===== config.mk =====
export PLATFORM = sky130hd
export DESIGN_NAME = uart_cmd_rx
export DESIGN_NICKNAME = d
export VERILOG_FILES = /design/src/rtl/uart_pkg.sv /design/src/rtl/uart_cmd_rx_sync_fifo.sv /design/src/rtl/uart_cmd_rx.sv
export SDC_FILE = /design/constraint.sdc
export NUM_CORES = 1
export LEC_CHECK = 0
export CORE_MARGIN = 2
export CORE_UTILIZATION = 54
export DETAILED_ROUTE_END_ITERATION = 10
export GPL_TIMING_DRIVEN = 0
export PLACE_DENSITY = 0.75
export SLEW_MARGIN = 10
export SYNTH_ARGS = -nofsm -noshare
export SYNTH_HDL_FRONTEND = slang
export SYNTH_SLANG_ARGS = --single-unit

===== constraint.sdc =====
create_clock -name i_clk -period 2.1 [get_ports i_clk]
set_input_delay 0.525 -clock i_clk [delete_from_list [all_inputs] [get_ports i_clk]]
set_output_delay 0.525 -clock i_clk [all_outputs]
set_load 0.01 [all_outputs]

===== src/rtl/uart_pkg.sv =====
// Shared types and helpers for the UART receive path.
package uart_pkg;

    typedef enum logic [1:0] {
        PAR_NONE = 2'd0,
        PAR_EVEN = 2'd1,
        PAR_ODD  = 2'd2
    } parity_e;

    // Receiver FSM states; prefixed so they never collide with module parameters.
    typedef enum logic [2:0] {
        S_IDLE,
        S_START,
        S_DATA,
        S_PARITY,
        S_STOP,
        S_WAIT_HIGH
    } rx_state_e;

    // System clocks per oversampling tick, rounded to nearest, never below 1.
    function automatic int calc_div(input int clk_hz, input int baud, input int os);
        int d;
        d = (clk_hz + (baud * os) / 2) / (baud * os);
        if (d < 1) d = 1;
        return d;
    endfunction

endpackage


===== src/rtl/uart_cmd_rx_sync_fifo.sv =====
// First-word-fall-through synchronous FIFO with registered head word.
module sync_fifo #(
    parameter int WIDTH = 8,
    parameter int DEPTH = 8
) (
    input  logic                  i_clk,
    input  logic                  i_rst,
    input  logic                  i_push,
    input  logic [WIDTH-1:0]      i_wdata,
    input  logic                  i_pop,
    output logic [WIDTH-1:0]      o_rdata,
    output logic                  o_full,
    output logic                  o_empty,
    output logic [$clog2(DEPTH):0] o_level
);
    localparam int AW = $clog2(DEPTH);
    localparam int LW = AW + 1;

    logic [WIDTH-1:0] r_mem [DEPTH];
    logic [AW-1:0]    r_wr_ptr;
    logic [AW-1:0]    r_rd_ptr;
    logic [LW-1:0]    r_count;
    logic [WIDTH-1:0] r_dout;
    logic             w_push;
    logic             w_pop;

    assign o_full  = (r_count == LW'(DEPTH));
    assign o_empty = (r_count == '0);
    assign w_pop   = i_pop && !o_empty;
    // A push into a full FIFO only lands if a pop frees the slot in the same cycle.
    assign w_push  = i_push && (!o_full || w_pop);
    assign o_rdata = r_dout;
    assign o_level = r_count;

    // Storage array, kept free of reset so it maps onto block RAM.
    always_ff @(posedge i_clk) begin
        if (w_push) r_mem[r_wr_ptr] <= i_wdata;
    end

    // Pointers, occupancy and the registered head word (held when empty).
    always_ff @(posedge i_clk) begin
        if (i_rst) begin
            r_wr_ptr <= '0;
            r_rd_ptr <= '0;
            r_count  <= '0;
            r_dout   <= '0;
        end else begin
            if (w_push) r_wr_ptr <= r_wr_ptr + 1'b1;
            if (w_pop)  r_rd_ptr <= r_rd_ptr + 1'b1;
            if (w_push && !w_pop)      r_count <= r_count + 1'b1;
            else if (w_pop && !w_push) r_count <= r_count - 1'b1;
            // Incoming word becomes the head when nothing else will be left ahead of it.
            if (w_push && (o_empty || (w_pop && r_count == LW'(1))))
                r_dout <= i_wdata;
            else if (w_pop && r_count > LW'(1))
                r_dout <= r_mem[r_rd_ptr + 1'b1];
        end
    end

endmodule


===== src/rtl/uart_cmd_rx.sv =====
// Oversampling UART receiver with majority vote, optional parity and output FIFO.
module uart_cmd_rx
    import uart_pkg::*;
#(
    parameter int CLK_HZ     = 108000000,
    parameter int BAUD       = 115200,
    parameter int OVERSAMPLE = 16,
    parameter int DATA_BITS  = 8,
    parameter int PARITY     = 0,
    parameter int FIFO_DEPTH = 8
) (
    input  logic                       i_clk,
    input  logic                       i_rst,
    input  logic                       i_rxd,
    output logic [DATA_BITS-1:0]       o_data,
    output logic                       o_valid,
    input  logic                       i_ready,
    output logic                       o_frame_err,
    output logic                       o_parity_err,
    output logic                       o_overrun,
    output logic [$clog2(FIFO_DEPTH):0] o_level,
    output logic                       o_busy
);
    localparam int      DIV      = calc_div(CLK_HZ, BAUD, OVERSAMPLE);
    localparam int      DIV_W    = (DIV > 1) ? $clog2(DIV) : 1;
    localparam int      T_W      = $clog2(OVERSAMPLE);
    localparam int      B_W      = $clog2(DATA_BITS);
    localparam parity_e PAR_MODE = parity_e'(PARITY);
    localparam logic [T_W-1:0] T_VOTE_A = T_W'(OVERSAMPLE / 2 - 1);
    localparam logic [T_W-1:0] T_VOTE_B = T_W'(OVERSAMPLE / 2);
    localparam logic [T_W-1:0] T_DECIDE = T_W'(OVERSAMPLE / 2 + 1);
    localparam logic [T_W-1:0] T_LAST   = T_W'(OVERSAMPLE - 1);

    logic                 r_sync1, r_sync2;
    logic [DIV_W-1:0]     r_div_cnt;
    rx_state_e            r_state;
    logic [T_W-1:0]       r_t;
    logic [1:0]           r_votes;
    logic [B_W-1:0]       r_bit_cnt;
    logic [DATA_BITS-1:0] r_shift;
    logic                 r_par_bad;
    logic                 r_push;
    logic                 r_frame_err, r_parity_err, r_overrun;
    logic                 w_tick, w_start_edge, w_maj, w_par_exp;
    logic                 w_pop, w_full, w_empty;

    assign w_tick       = (r_div_cnt == DIV_W'(DIV - 1));
    assign w_start_edge = (r_state == S_IDLE) && !r_sync2;
    assign w_maj        = (r_votes[0] & r_votes[1]) | (r_votes[0] & r_sync2) | (r_votes[1] & r_sync2);
    assign w_par_exp    = (PAR_MODE == PAR_ODD) ? ~(^r_shift) : (^r_shift);
    assign o_valid      = !w_empty;
    assign w_pop        = o_valid && i_ready;
    assign o_busy       = (r_state != S_IDLE);
    assign o_frame_err  = r_frame_err;
    assign o_parity_err = r_parity_err;
    assign o_overrun    = r_overrun;

    // Two-flop synchronizer for the asynchronous line; idles high out of reset.
    always_ff @(posedge i_clk) begin
        if (i_rst) begin
            r_sync1 <= 1'b1;
            r_sync2 <= 1'b1;
        end else begin
            r_sync1 <= i_rxd;
            r_sync2 <= r_sync1;
        end
    end

    // Oversampling tick divider, re-phased on every start edge.
    always_ff @(posedge i_clk) begin
        if (i_rst || w_start_edge || w_tick) r_div_cnt <= '0;
        else                                 r_div_cnt <= r_div_cnt + 1'b1;
    end

    // Frame FSM: votes on three mid-bit samples, decides stop at mid-bit, registers pulses.
    always_ff @(posedge i_clk) begin
        if (i_rst) begin
            r_state      <= S_IDLE;
            r_t          <= '0;
            r_votes      <= '0;
            r_bit_cnt    <= '0;
            r_shift      <= '0;
            r_par_bad    <= 1'b0;
            r_push       <= 1'b0;
            r_frame_err  <= 1'b0;
            r_parity_err <= 1'b0;
        end else begin
            r_push       <= 1'b0;
            r_frame_err  <= 1'b0;
            r_parity_err <= 1'b0;
            case (r_state)
                S_IDLE: begin
                    if (!r_sync2) begin
                        r_state   <= S_START;
                        r_t       <= '0;
                        r_par_bad <= 1'b0;
                    end
                end
                S_WAIT_HIGH: begin
                    if (r_sync2) r_state <= S_IDLE;
                end
                default: begin
                    if (w_tick) begin
                        r_t <= (r_t == T_LAST) ? '0 : r_t + 1'b1;
                        if (r_t == T_VOTE_A) r_votes[0] <= r_sync2;
                        if (r_t == T_VOTE_B) r_votes[1] <= r_sync2;
                        if (r_t == T_DECIDE) begin
                            case (r_state)
                                S_START:  if (w_maj) r_state <= S_IDLE;
                                S_DATA:   r_shift <= {w_maj, r_shift[DATA_BITS-1:1]};
                                S_PARITY: r_par_bad <= w_maj ^ w_par_exp;
                                S_STOP: begin
                                    if (!w_maj) begin
                                        r_frame_err <= 1'b1;
                                        r_state     <= S_WAIT_HIGH;
                                    end else if (r_par_bad) begin
                                        r_parity_err <= 1'b1;
                                        r_state      <= S_IDLE;
                                    end else begin
                                        r_push  <= 1'b1;
                                        r_state <= S_IDLE;
                                    end
                                end
                                default: ;
                            endcase
                        end
                        if (r_t == T_LAST) begin
                            case (r_state)
                                S_START: begin
                                    r_state   <= S_DATA;
                                    r_bit_cnt <= '0;
                                end
                                S_DATA: begin
                                    if (r_bit_cnt == B_W'(DATA_BITS - 1))
                                        r_state <= (PAR_MODE != PAR_NONE) ? S_PARITY : S_STOP;
                                    else
                                        r_bit_cnt <= r_bit_cnt + 1'b1;
                                end
                                S_PARITY: r_state <= S_STOP;
                                default: ;
                            endcase
                        end
                    end
                end
            endcase
        end
    end

    // Overrun pulse lines up with the cycle the dropped push would have landed.
    always_ff @(posedge i_clk) begin
        if (i_rst) r_overrun <= 1'b0;
        else       r_overrun <= r_push && w_full && !w_pop;
    end

    sync_fifo #(
        .WIDTH (DATA_BITS),
        .DEPTH (FIFO_DEPTH)
    ) u_fifo (
        .i_clk   (i_clk),
        .i_rst   (i_rst),
        .i_push  (r_push),
        .i_wdata (r_shift),
        .i_pop   (w_pop),
        .o_rdata (o_data),
        .o_full  (w_full),
        .o_empty (w_empty),
        .o_level (o_level)
    );

endmodule


==> results_dict.tcl <==
set metrics [dict create \
    status "finished, final reports clean" \
    yosysWarningCount 0 \
    timing.fmax_mhz 478.9 \
    routed-via-count 3196 \
    cp.arrival_ps 2240 \
    drtIter0Drc 301 \
    cts_tree "yes" \
    leakagePower_nw 2.071 \
    track_usage 0.2260 \
    die_w_um 99.56 \
    synth_edf_count 64 \
    remaining_drc_errors 0 \
    clk_path_buf_depth 2 \
    layout_common_cells "64 x edfxtp_1, 47 x nor2_1, 47 x dfxtp_1, 23 x mux2i_1, 17 x a21oi_1" \
    setup_violations 0 \
    fin_skew_ps 10.52 \
    drive_above_1_share 0.2069 \
    syn_to_final_growth_pct 21.47 \
    dieArea_um2 9912 \
    max-vdd-ir-drop_uv 586.5 \
    p_sw_frac 0.2811 \
    grt_overflow 0 \
    power_mw 6.888 \
    p_sw_mw 1.936 \
    post-place-ws_ps -849.7 \
    path_max_fanout 8 \
    synth_xor_area_frac 0.04136 \
    wl_um 10350 \
    hold_viol_final 0 \
    clkPwrFrac 0.412 \
    io_buffers 19 \
    tns_ps 0 \
    drt_first_pass_iters 5 \
    post-route-period-util 0.9943 \
    fin_cells 543 \
    grt_max_degree 17 \
    synthesis.nets 399 \
    crit_path_end_kind "flip-flop" \
    muxShareOfSynthArea 0.1061 \
    antenna_found_initial 0 \
    syn_avg_cell_area_um2 12.91 \
    crit_buf_inv 1 \
    setup_slack_ps 11.90 \
    grt_pass1_wl_um 16580 \
    synth_seq_cells 115 \
    grt_pass1_vias 3166 \
    cts.sinks 115 \
    mostFrequentLayoutCell "edfxtp_1" \
    critical-path-top-delay-family "simple AND/OR/NAND/NOR gates" \
    power_density_nw_per_um2 1150 \
    placed_area_um2 5288 \
    drv_cap 0 \
    clkLatencyLatePin_ps 520 \
    pwr-share-seq 0.376 \
    setup.worst_path.start_class "flip-flop" \
    htree_levels 4 \
    slew_violations 0 \
    critPathRequiredTime_ps 2250 \
    hold_buffers 0 \
    io_pins 21 \
    timing.hold.ws_ps 413.1 \
    seq_area_frac_synth 0.5968 \
    gp_congestion 0.9027 \
    start_util 0.5600 \
    cts.clk_slew.worst_paths_ps 60 \
    hold_class "flip-flop to flip-flop" \
    drtAntennaViolNets 0 \
    ys.flop_type "edfxtp_1" \
    wl_per_cell_um 19.07 \
    synthAdderAreaFrac 0.03527 \
    viasPerCell 5.886 \
    synth_area_um2 4931 \
    final_design_area_no_fill_um2 5989 \
    num_antenna_cells 0 \
    hpwl_um 6491 \
    fin_crit_ps 2088 \
    rsz0062_at_grt "yes" \
    place_inst 509 \
    cts_made_buffers 17 \
    synthCells 382 \
    crit_chain "inv_1 > ha_4 > nand4bb_1 > and2_4 > nand2b_1 > nor2_2" \
    fp.dieH_um 99.56 \
    crit_slowest_cell "nor2_2" \
    combPwrFrac 0.212 \
    cpPeakStageDelay_ps 530 \
    ys_types 55 \
    core_um2 8806 \
    post-route-util 0.6802 \
    worstSetupPathType "flip-flop to flip-flop" \
    synth_top_family_by_area "simple AND/OR/NAND/NOR gates" \
    placement_rows 34 \
    relSlewSlack 0.6150 \
    synth-async-reset-ratio 0 \
    p_int_mw 4.952 \
    synth-compound-area-share 0.06851 \
    nets 439 \
    cts-root-buf "clkbuf_8" \
    worstMarginPinSlew_ps 576.9 \
    yosys.area_share.simple 0.1304 \
]
## logic make-up after synthesis
group,after synthesis
AO/OA/AOI/OAI,49
XOR/XNOR,20
AND/OR/NAND/NOR,127
buffers and inverters,21
flip-flops,115
adder cells (fa/ha/maj),14
multiplexers,36
## what timing repair did
item	in CTS	in global routing
setup buffers	2	2
resized for setup	26	5
endpoints found under the setup margin	68	33
pin swaps	2	2
## synthesized netlist by cell type (2+ instances only)
master      n  area share
and4b_1     2      0.0041
inv_1       6      0.0046
nand4b_1    2      0.0036
nand3b_1    3      0.0046
nand2b_1    4      0.0051
buf_2       4      0.0041
ha_1       13       0.033
mux4_2     13       0.059
clkbuf_1    4      0.0030
xor2_1      9       0.016
a2111oi_1   5       0.010
or4_1       3      0.0046
a21oi_1    18       0.018
o211ai_1    4      0.0061
nand3_2     2      0.0041
buf_4       2      0.0030
nand3_1    10       0.010
and3_1      2      0.0025
nor3b_1     4      0.0061
nand2_1    18       0.014
buf_6       2      0.0046
mux2i_1    23       0.047
a22oi_1     3      0.0046
nor3_1      7      0.0071
or2_2       4      0.0051
nor2b_1     2      0.0025
buf_1       3      0.0023
or3_1       3      0.0038
nand4_1     2      0.0025
o21ai_0     6      0.0061
dfxtp_1    51        0.21
edfxtp_1   64        0.39
o21a_1      2      0.0030
o2111ai_1   2      0.0036
nor2_1     53       0.040
xnor2_1     8       0.014
## layer usage
layer / routed length (um) / part of all wire / vias to the layer above / track usage
met3: 533 / 0.051 / 12 / 0.06957
met5: 0 / 0 / - / 0
met2: 5039 / 0.49 / 91 / 0.3560
li1: - / - / 1517 / -
met1: 4653 / 0.45 / 1576 / 0.2904
met4: 127 / 0.012 / 0 / 0.09905
## layout make-up
cell class	count	area, um2
Sequential cell	115	2950
Buffer	13	78.83
Tap cell	108	135.1
Inverter	6	22.52
Clock buffer	19	441.7
Timing Repair Buffer	23	234.0
Fill cell	585	2816
Multi-Input combinational cell	246	1977
Clock inverter	13	150.1
## registers in the layout, summed over array words and instances (netlist names)
register	cells
r_t	4
r_push	1
u_fifo.r_mem	64
r_par_bad	1
u_fifo.r_rd_ptr	3
r_bit_cnt	3
r_sync2	1
r_votes	2
r_state	3
u_fifo.o_level	4
r_sync1	1
u_fifo.r_wr_ptr	3
o_frame_err	1
u_fifo.o_rdata	8
o_overrun	1
r_shift	8
r_div_cnt	6
o_parity_err	1
## worst register-to-register path: cells and delay by family, from the launching register on
| kind | cells | cell delay [ps] |
|---|---|---|
| DFF | 1 | 370 |
| buffers and inverters | 1 | 90 |
| adders and majority gates | 1 | 180 |
| and+or+nand+nor | 4 | 1070 |
## power by group through the flow
| stage | Sequential [mW] | Combinational [mW] | Clock, mW |
|---|---|---|---|
| finish | 2.59 | 1.46 | 2.84 |
| global route | 2.61 | 1.57 | 2.96 |
| CTS | 2.59 | 1.46 | 2.86 |
| detailed placement | 2.63 | 1.44 | 0 |
| global placement | 2.62 | 1.40 | 0 |
| floorplan | 2.65 | 0.912 | 0 |
## worst paths after layout
kind                     startpoint                 end  slack [ps]  cells past startpoint
hold / removal              r_sync1             r_sync2         410                      1
setup / recovery  u_fifo.o_level[1]  u_fifo.r_mem[4][7]          10                      6
setup reg to reg  u_fifo.o_level[1]  u_fifo.r_mem[4][7]          10                      6
hold reg to reg             r_sync1             r_sync2         410                      1
No activity file was read; power rests on OpenSTA's default activity.
